--- config.mk ---
export PLATFORM = sky130hd
export DESIGN_NAME = qdec_bin_arbiter
export DESIGN_NICKNAME = d
export VERILOG_FILES = /design/src/rtl/qdec_bin_arbiter_pkg.sv /design/src/rtl/qdec_bin_arbiter_rr.sv /design/src/rtl/qdec_bin_arbiter.sv
export SDC_FILE = /design/constraint.sdc
export NUM_CORES = 1
export LEC_CHECK = 0
export BUFFER_PORTS_ARGS = -buffer_cell sky130_fd_sc_hd__buf_4
export CAP_MARGIN = 20
export CORE_MARGIN = 4
export CORE_UTILIZATION = 44
export DETAILED_ROUTE_END_ITERATION = 6
export GPL_TIMING_DRIVEN = 1
export PLACE_DENSITY = 0.74
export SYNTH_ARGS = -nofsm -noshare
export SYNTH_HDL_FRONTEND = slang
export SYNTH_SLANG_ARGS = --single-unit
export TNS_END_PERCENT = 10
--- constraint.sdc ---
create_clock -name clk -period 6 [get_ports clk]
set_input_delay 0.9 -clock clk [delete_from_list [all_inputs] [get_ports clk]]
set_output_delay 0.9 -clock clk [all_outputs]
set_load 0.05 [all_outputs]
--- src/rtl/qdec_bin_arbiter_pkg.sv ---
// Shared types and helpers for the CABAC bin arbiter: FSM states, requester ids,
// and the modular index wrap used by the round-robin logic.
package qdec_bin_arbiter_pkg;

    typedef enum logic [1:0] {
        ARB_IDLE  = 2'd0,
        ARB_ISSUE = 2'd1,
        ARB_WAIT  = 2'd2,
        ARB_HOLD  = 2'd3
    } t_state_arb;

    typedef enum logic [2:0] {
        REQ_CU       = 3'd0,
        REQ_TRAFO    = 3'd1,
        REQ_TU       = 3'd2,
        REQ_RESIDUAL = 3'd3
    } t_req_id;

    localparam int MAX_REQ = 8;
    localparam int IDX_W   = 3;

    // sum is at most 2*(n-1), so a single conditional subtract is enough
    function automatic logic [IDX_W-1:0] rr_wrap(input logic [IDX_W:0] sum, input int n);
        logic [IDX_W:0] s;
        s = sum;
        if (s >= (IDX_W+1)'(n)) begin
            s = s - (IDX_W+1)'(n);
        end
        return s[IDX_W-1:0];
    endfunction

endpackage

--- src/rtl/qdec_bin_arbiter_rr.sv ---
// Combinational round-robin pick: first requester at or after ptr wins.
// The pointer register is owned by the parent.
module qdec_rr_arbiter
    import qdec_bin_arbiter_pkg::*;
#(
    parameter int NUM_REQ = 4
) (
    input  logic [NUM_REQ-1:0] req,
    input  logic [IDX_W-1:0]   ptr,
    output logic [NUM_REQ-1:0] gnt,
    output logic [IDX_W-1:0]   gnt_idx,
    output logic               gnt_vld
);

    logic [MAX_REQ-1:0] req_pad;
    logic [MAX_REQ-1:0] gnt_pad;
    logic [IDX_W-1:0]   idx;

    // scan from the farthest candidate back to ptr so the nearest one overwrites
    always_comb begin
        req_pad = MAX_REQ'(req);
        gnt_pad = '0;
        gnt_idx = '0;
        gnt_vld = 1'b0;
        idx     = '0;
        for (int i = NUM_REQ - 1; i >= 0; i--) begin
            idx = rr_wrap({1'b0, ptr} + (IDX_W+1)'(i), NUM_REQ);
            if (req_pad[idx]) begin
                gnt_pad      = '0;
                gnt_pad[idx] = 1'b1;
                gnt_idx      = idx;
                gnt_vld      = 1'b1;
            end
        end
        gnt = gnt_pad[NUM_REQ-1:0];
    end

endmodule

--- src/rtl/qdec_bin_arbiter.sv ---
// Shares one CABAC decoding engine between the syntax sub-FSMs, one bin in flight,
// round-robin between requesters with an optional lock for multi-bin elements.
module qdec_bin_arbiter
    import qdec_bin_arbiter_pkg::*;
#(
    parameter int NUM_REQ = 4,
    parameter int CTX_W   = 10,
    parameter int TIMEOUT = 255
) (
    input  logic                     clk,
    input  logic                     rst_n,
    input  logic [NUM_REQ-1:0]       req_vld,
    input  logic [NUM_REQ*CTX_W-1:0] req_ctx_addr,
    input  logic [NUM_REQ-1:0]       req_ep_mode,
    input  logic [NUM_REQ-1:0]       req_lock,
    output logic [NUM_REQ-1:0]       req_ack,
    output logic                     bin_out,
    output logic [NUM_REQ-1:0]       bin_out_vld,
    output logic [CTX_W-1:0]         eng_ctx_addr,
    output logic                     eng_ep_mode,
    output logic                     eng_run,
    input  logic                     eng_rdy,
    input  logic                     eng_bin,
    input  logic                     eng_bin_vld,
    output logic [IDX_W-1:0]         owner,
    output logic                     busy,
    output logic                     err_timeout,
    output logic                     err_stray,
    output logic [15:0]              bin_count
);

    logic [MAX_REQ-1:0] vld_pad;
    logic [MAX_REQ-1:0] ep_pad;
    logic [MAX_REQ-1:0] lock_pad;
    logic [CTX_W-1:0]   ctx_arr [MAX_REQ];

    t_state_arb         state;
    t_state_arb         state_nxt;
    logic [IDX_W-1:0]   rr_ptr;
    logic [NUM_REQ-1:0] gnt;
    logic [NUM_REQ-1:0] owner_oh;
    logic [IDX_W-1:0]   gnt_idx;
    logic               gnt_vld;
    logic               lock_q;
    logic [7:0]         timer;

    logic               do_grant;
    logic               do_issue;
    logic               do_route;
    logic               do_timeout;
    logic               do_reload;
    logic               ptr_adv;
    logic               stray;

    assign vld_pad  = MAX_REQ'(req_vld);
    assign ep_pad   = MAX_REQ'(req_ep_mode);
    assign lock_pad = MAX_REQ'(req_lock);

    for (genvar g = 0; g < MAX_REQ; g++) begin : g_ctx
        if (g < NUM_REQ) begin : g_used
            assign ctx_arr[g] = req_ctx_addr[g*CTX_W +: CTX_W];
        end else begin : g_pad
            assign ctx_arr[g] = '0;
        end
    end

    qdec_rr_arbiter #(
        .NUM_REQ (NUM_REQ)
    ) u_rr (
        .req     (req_vld),
        .ptr     (rr_ptr),
        .gnt     (gnt),
        .gnt_idx (gnt_idx),
        .gnt_vld (gnt_vld)
    );

    assign busy = (state != ARB_IDLE);

    always_comb begin
        state_nxt  = state;
        do_grant   = 1'b0;
        do_issue   = 1'b0;
        do_route   = 1'b0;
        do_timeout = 1'b0;
        do_reload  = 1'b0;
        case (state)
            ARB_IDLE: begin
                if (gnt_vld) begin
                    do_grant  = 1'b1;
                    state_nxt = ARB_ISSUE;
                end
            end
            ARB_ISSUE: begin
                do_reload = 1'b1;
                if (eng_rdy) begin
                    do_issue  = 1'b1;
                    state_nxt = ARB_WAIT;
                end
            end
            ARB_WAIT: begin
                // a bin arriving on the timeout cycle still counts as a good bin
                if (eng_bin_vld) begin
                    do_route  = 1'b1;
                    state_nxt = lock_q ? ARB_HOLD : ARB_IDLE;
                end else if (timer == 8'(TIMEOUT)) begin
                    do_timeout = 1'b1;
                    state_nxt  = ARB_IDLE;
                end
            end
            ARB_HOLD: begin
                if (vld_pad[owner]) begin
                    do_reload = 1'b1;
                    state_nxt = ARB_ISSUE;
                end else if (!lock_pad[owner]) begin
                    state_nxt = ARB_IDLE;
                end
            end
            default: state_nxt = ARB_IDLE;
        endcase
        ptr_adv = (state != ARB_IDLE) && (state_nxt == ARB_IDLE);
        stray   = eng_bin_vld && (state != ARB_WAIT);
    end

    always_ff @(posedge clk) begin
        if (!rst_n) begin
            state        <= ARB_IDLE;
            rr_ptr       <= '0;
            owner        <= '0;
            owner_oh     <= '0;
            lock_q       <= 1'b0;
            timer        <= '0;
            eng_ctx_addr <= '0;
            eng_ep_mode  <= 1'b0;
            eng_run      <= 1'b0;
            req_ack      <= '0;
            bin_out      <= 1'b0;
            bin_out_vld  <= '0;
            bin_count    <= '0;
            err_timeout  <= 1'b0;
            err_stray    <= 1'b0;
        end else begin
            state       <= state_nxt;
            eng_run     <= do_issue;
            req_ack     <= do_issue ? owner_oh : '0;
            bin_out_vld <= do_route ? owner_oh : '0;
            if (do_grant) begin
                owner        <= gnt_idx;
                owner_oh     <= gnt;
                eng_ctx_addr <= ctx_arr[gnt_idx];
                eng_ep_mode  <= ep_pad[gnt_idx];
            end else if (do_reload) begin
                eng_ctx_addr <= ctx_arr[owner];
                eng_ep_mode  <= ep_pad[owner];
            end
            if (do_issue) begin
                timer  <= '0;
                lock_q <= lock_pad[owner];
            end else if (state == ARB_WAIT) begin
                timer <= timer + 8'd1;
            end
            if (do_route) begin
                bin_out   <= eng_bin;
                bin_count <= bin_count + 16'd1;
            end
            if (do_timeout) begin
                err_timeout <= 1'b1;
            end
            if (stray) begin
                err_stray <= 1'b1;
            end
            if (ptr_adv) begin
                rr_ptr <= rr_wrap({1'b0, owner} + (IDX_W+1)'(1), NUM_REQ);
            end
        end
    end

endmodule
==> impl_metrics.csv, run 1 <==
group,metric,value,unit
route,drt_wl_total,9410,um
hold_path,holdCritPathClass,"flip-flop to flip-flop",
floorplanning,ios,100,
route,first_pass_iters,5,
global_routing,grt_pass1_wl,15200,um
run_status,outcome,"complete, no violations",
timing,hold_ws,0.466,ns
route,remaining_drc_errors,0,
synth,syn_nets,461,
synth,synthFlopType,"dfxtp_1",
synth,ys_seq_area_share,33.7,%
final_layout,drive_gt1_share,29.4,%
critical_path,end_kind,"flip-flop",
timing,final_hold_viol_count,0,
floorplanning,start_util,45.7,%
final_layout,layout.nets,547,
timing,max_slew_margin,31.8,%
route,num_vias,3337,
cts,clockBufferDepth,2,
critical_path,crit_required,6.26,ns
power,finalPower,0.00110,W
timing,finalSetupViolCount,0,
critical_path,arrival,4.44,ns
synth,synth_cell_types,50,
timing,post-route-period-util,69.6,%
placement,dpl.hpwl,6940,um
floorplanning,core_region_area,7810,um2
route,drtIter0Drc,288,
timing,drv_slew,0,
final_layout,diodes,0,
synth,ys_warn_count,0,
route,ant_nets,0,
timing,fmax,239,MHz
cts,clk_latency,0.34,ns
cts,clock_sinks,60,
final_layout,mostFrequentLayoutCell,"buf_4",
power,swShare,31.9,%
critical_path,path_max_fanout,22,
floorplanning,die_h,98.1,um
power,p_clk_share,30.9,%
timing,fin_skew,0.00610,ns
cts,cts_resized,0,
global_routing,antenna_found_initial,0,
cts,clk_pin_slew_worst_paths,0.06,ns
global_routing,grt_util_all_layers,19.4,%
timing,tns,0,ns
global_routing,gr-total-overflow,0,
synth,synth_seq_cells,60,
critical_path,critPathKind,"flip-flop to flip-flop",
placement,dpl_worst_slack,1.91,ns
cts,cts_made_buffers,9,
synth,netlist_instances,398,
cts,root_buffer,"clkbuf_8",
floorplanning,die_area,9610,um2
timing,period_needed,4.18,ns
synth,synth-edff-count,0,
power,p_leak,1.91,nW
timing,layout_setup_ws,1.82,ns
placement,gp_congestion,0.886,
global_routing,grt_max_degree,27,
cts,htreeDepth,3,
critical_path,r2r_setup_slack,1.82,ns
placement,io_buffers,99,
floorplanning,die_x,98.1,um
route,wl_per_cell,15.9,um
global_routing,grt_pass1_vias,3209,
cts,cts_tree,"built",
cts,hold_buffers,0,
power,p_per_area,245,nW/um2
cts,post-cts-setup-buffers,0,
synth,mappedNetlistArea,3570,um2
power,p_int,0.000751,W
power,power.net_switching,0.000353,W
power,pwr-share-comb,28.7,%
timing,worst_pin_slew,1.02,ns
power,sequentialPowerShare,40.4,%
final_layout,area_delta_synth_final,26.3,%
critical_path,start_kind,"flip-flop",
run,max-cap-violations,0,
synth,syn_area_per_cell,8.97,um2
floorplanning,num_rows,32,
synth,async_reset_ff_share,0,%
final_layout,final_cell_mix,"buf_4 (100), dfxtp_1 (60), nor2_1 (45)",
timing,rsz0062_at_grt,"no",
power,ir_drop,0.168,mV
final_layout,num-fill-cells,725,
route,vias_per_cell,5.65,
[cells in the mapped netlist (6+ instances only)]
master / n / area [um2]
mux4_2: 14 / 315
clkbuf_1: 12 / 45.0
dfxtp_1: 60 / 1200
mux2i_1: 30 / 300
and3_1: 8 / 50.1
and2_1: 8 / 50.1
a221o_1: 9 / 90.1
nor2_1: 45 / 169
xnor2_1: 6 / 52.6
inv_1: 12 / 45.0
nand2_1: 34 / 128
o21ai_0: 12 / 60.1
buf_2: 8 / 40.0
ha_1: 6 / 75.1
nand4_1: 6 / 37.5
a21oi_1: 37 / 185
nand3_1: 10 / 50.1
xor2_1: 11 / 96.3
[through the flow]
step / utilization (%) / instance area (um2) / std cells
finish: 57.7 / 4510 / 591
global route: 57.7 / 4510 / 591
CTS: 57.4 / 4480 / 590
detailed placement: 55.1 / 4300 / 574
global placement: 55.1 / 4300 / 574
floorplan: - / 3570 / 398
[state kept, by name (all words and copies together) (netlist names)]
name          cells
bin_count        16
bin_out           1
bin_out_vld       4
eng_ctx_addr     10
eng_ep_mode       1
eng_run           1
err_stray         1
err_timeout       1
lock_q            1
owner             3
owner_oh          4
req_ack           4
rr_ptr            3
state             2
timer             8
[layout make-up]
class	count	area (um2)	area share, %
multi-input combinational	300	2180	48.3
sequential	60	1200	26.7
timing repair buffer	101	778	17.3
clock buffer	14	143	3.16
tap	102	128	2.83
inverter	12	45.0	0.999
clock inverter	2	35.0	0.777
[cells by family after synthesis]
| group | after synthesis | synth area share, % |
|---|---|---|
| adders and majority gates | 6 | 2.10 |
| AOI/OAI and AO/OA | 93 | 18.1 |
| DFF | 60 | 33.7 |
| muxes | 48 | 18.5 |
| xor gates and xnor gates | 17 | 4.17 |
| and+or+nand+nor | 136 | 18.2 |
| buffers and inverters | 38 | 5.33 |
[power by group through the flow]
stage / sequential (W) / clock (W) / combinational (W)
after floorplan: 0.000499 / 0 / 0.000176
after global placement: 0.000460 / 0 / 0.000299
after detailed placement: 0.000459 / 0 / 0.000304
after CTS: 0.000452 / 0.000345 / 0.000304
after global routing: 0.000449 / 0.000362 / 0.000342
final: 0.000446 / 0.000341 / 0.000317
[critical path, stage by stage (launching register included)]
cell and delay, ns:
dfxtp_1 0.80, inv_1 0.42, ha_1 0.60, mux2i_1 0.16, or2_2 0.32, and2_1 0.24, a31oi_1 0.76, and2_1 0.46
nand2_1 0.14, o221ai_1 0.19
[routing by layer]
metal / track usage (%) / vias to the layer above / part of all wire [%]
met5: 0 / - / 0
met4: 9.05 / 0 / 1.4
met3: 5.36 / 15 / 8.3
met2: 31.5 / 133 / 47
met1: 24.0 / 1563 / 43
li1: - / 1626 / -
[worst paths after layout]
path,from,to,cells past startpoint
worst max-delay path,rr_ptr[0]$_SDFFE_PN0P_,eng_ep_mode$_SDFFE_PN0P_,9
worst min-delay path,err_stray$_SDFFE_PN0P_,err_stray$_SDFFE_PN0P_,1
worst max register to register,rr_ptr[0]$_SDFFE_PN0P_,eng_ep_mode$_SDFFE_PN0P_,9
worst min register to register,err_stray$_SDFFE_PN0P_,err_stray$_SDFFE_PN0P_,1
(Power assumes the default switching activity.)
==> run 2, diff against run 1 <==
- PLACE_DENSITY: 0.74 -> 0.77
- clock period: 6 -> 3.4 ns (I/O delays scaled with it)
==> run 2 against run 1 <==
  * Final area increased by 2.4%
  * First-iteration DRC count decreased by 22%
  * Largest cell class unchanged
  * Largest power group unchanged
  * Worst setup slack got worse by 1.3 ns
  * Final cell count increased by 1.9%
  * Count of clock-buffer cells in the layout decreased by 1
  * Hold slack got worse by 0.012 ns
  * Critical path depth increased by 1
==> impl_metrics.csv, run 2 (synthesized netlist as in run 1, its figures left out) <==
group,metric,value,unit
placement,dp_cells,586,
timing,tns,0,ns
placement,dpl.hpwl,7180,um
final_layout,area_delta_synth_final,29.3,%
final_layout,reg_top3,"bin_count: 16 flops, eng_ctx_addr: 10 flops, timer: 8 flops",
floorplanning,die_x,98.1,um
global_routing,gr-total-overflow,0,
final_layout,final_cell_mix,"buf_4 (112), dfxtp_1 (60), nor2_1 (45)",
route,remaining_drc_errors,0,
timing,fmax,348,MHz
cts,clockBufferDepth,2,
global_routing,grt_max_degree,25,
cts,clock_sinks,60,
global_routing,grt_pass1_vias,3370,
timing,finalSetupViolCount,0,
run_status,outcome,"complete, no violations",
route,wl_per_cell,16.1,um
placement,io_buffers,99,
final_layout,layout.nets,558,
cts,clk_latency,0.33,ns
route,drt_wl_total,9680,um
final_layout,finalNonFillerCells,602,
critical_path,crit_required,3.66,ns
cts,cts_made_buffers,9,
timing,period_needed,2.88,ns
critical_path,path_max_fanout,17,
route,first_pass_iters,4,
floorplanning,num_rows,32,
final_layout,top_register,"bin_count",
floorplanning,die_h,98.1,um
cts,htreeDepth,3,
power,p_per_area,446,nW/um2
final_layout,num-fill-cells,717,
route,num_vias,3416,
timing,post-route-period-util,84.6,%
route,vias_per_cell,5.67,
power,p_int,0.00141,W
power,finalPower,0.00206,W
power,sequentialPowerShare,37.9,%
global_routing,grt_util_all_layers,20.1,%
power,p_clk_share,33.9,%
global_routing,antenna_found_initial,0,
timing,max_slew_margin,43.4,%
floorplanning,start_util,45.7,%
cts,root_buffer,"clkbuf_8",
cts,post-cts-setup-buffers,0,
route,drtIter0Drc,224,
placement,gp_congestion,0.873,
critical_path,arrival,3.13,ns
power,ir_drop,0.202,mV
timing,worst_pin_slew,0.847,ns
critical_path,critPathKind,"flip-flop to flip-flop",
floorplanning,die_area,9610,um2
power,pwr-share-comb,28.3,%
timing,rsz0062_at_grt,"no",
timing,fin_skew,0.00943,ns
final_layout,largest_reg_flops,16,
run,max-cap-violations,0,
final_layout,diodes,0,
timing,final_hold_viol_count,0,
final_layout,drive_gt1_share,32.0,%
route,ant_nets,0,
cts,hold_buffers,0,
timing,drv_slew,0,
floorplanning,ios,100,
cts,cts_resized,0,
cts,cts_tree,"built",
floorplanning,core_region_area,7810,um2
hold_path,holdCritPathClass,"primary input to flip-flop",
critical_path,end_kind,"flip-flop",
final_layout,mostFrequentLayoutCell,"buf_4",
cts,clk_pin_slew_worst_paths,0.07,ns
power,power.net_switching,0.000645,W
power,p_leak,1.98,nW
global_routing,grt_pass1_wl,16100,um
power,swShare,31.4,%
critical_path,start_kind,"flip-flop",
-- run 2: cell types whose count changed in the layout (fill, tap and decap cells not counted), sizes merged --
cell      previous run  this run
buf                101       112
clkbuf              14        13
clkinvlp             0         1
-- run 2: stage by stage --
stage / cell area, um2 / utilization (%) / hold slack, ns / setup slack, ns
2_1_floorplan: 3570 / - / 0.439 / 0.485
3_3_place_gp: 4390 / 56.3 / 0.459 / 0.634
3_5_place_dp: 4390 / 56.3 / 0.463 / 0.552
4_1_cts: 4610 / 59.1 / 0.439 / 0.546
5_1_grt: 4610 / 59.1 / 0.489 / 0.349
6_report: 4610 / 59.1 / 0.455 / 0.524
-- run 2: area by class of cell --
cell class | count | area [um2] | share of cell area, %
Clock buffer | 13 | 179 | 3.88
Sequential cell | 60 | 1200 | 26.0
Tap cell | 102 | 128 | 2.77
Multi-Input combinational cell | 300 | 2180 | 47.2
Clock inverter | 3 | 42.5 | 0.922
Inverter | 12 | 45.0 | 0.976
Timing Repair Buffer | 112 | 841 | 18.2
-- run 2: worst paths after layout --
check / start / endpoint / slack, ns / depth (start not counted)
setup reg to reg: rr_ptr[1]$_SDFFE_PN0P_ / eng_ctx_addr[8]$_SDFFE_PN0P_ / 0.52 / 10
hold reg to reg: owner_oh[3]$_SDFFE_PN0P_ / req_ack[3]$_SDFF_PN0_ / 0.48 / 1
setup / recovery: rr_ptr[1]$_SDFFE_PN0P_ / eng_ctx_addr[8]$_SDFFE_PN0P_ / 0.52 / 10
hold / removal: eng_bin / bin_out$_SDFFE_PN0P_ / 0.45 / 3
-- run 2: per-layer routing --
metal | GRT usage, % | wire length, um
met1 | 26.4 | 4250
met2 | 32.4 | 4550
met3 | 4.93 | 783
met4 | 6.71 | 100
met5 | 0 | 0
-- run 2: critical path, cell delays in order (launching register included) --
cell and delay [ns]:
dfxtp_1 0.33, inv_1 0.09, ha_1 0.44, mux4_2 0.55
o21ai_2 0.13, o31a_4 0.21, a21bo_4 0.24, buf_4 0.22
mux2i_1 0.16, a221o_1 0.33, a21oi_1 0.11
-- run 2: power by group through the flow --
stage	Sequential (W)	Combinational (W)	Clock [W]
6_report	0.000778	0.000581	0.000696
5_1_grt	0.000783	0.000624	0.000738
4_1_cts	0.000778	0.000580	0.000704
3_5_place_dp	0.000792	0.000579	0
3_3_place_gp	0.000792	0.000567	0
2_1_floorplan	0.000881	0.000310	0
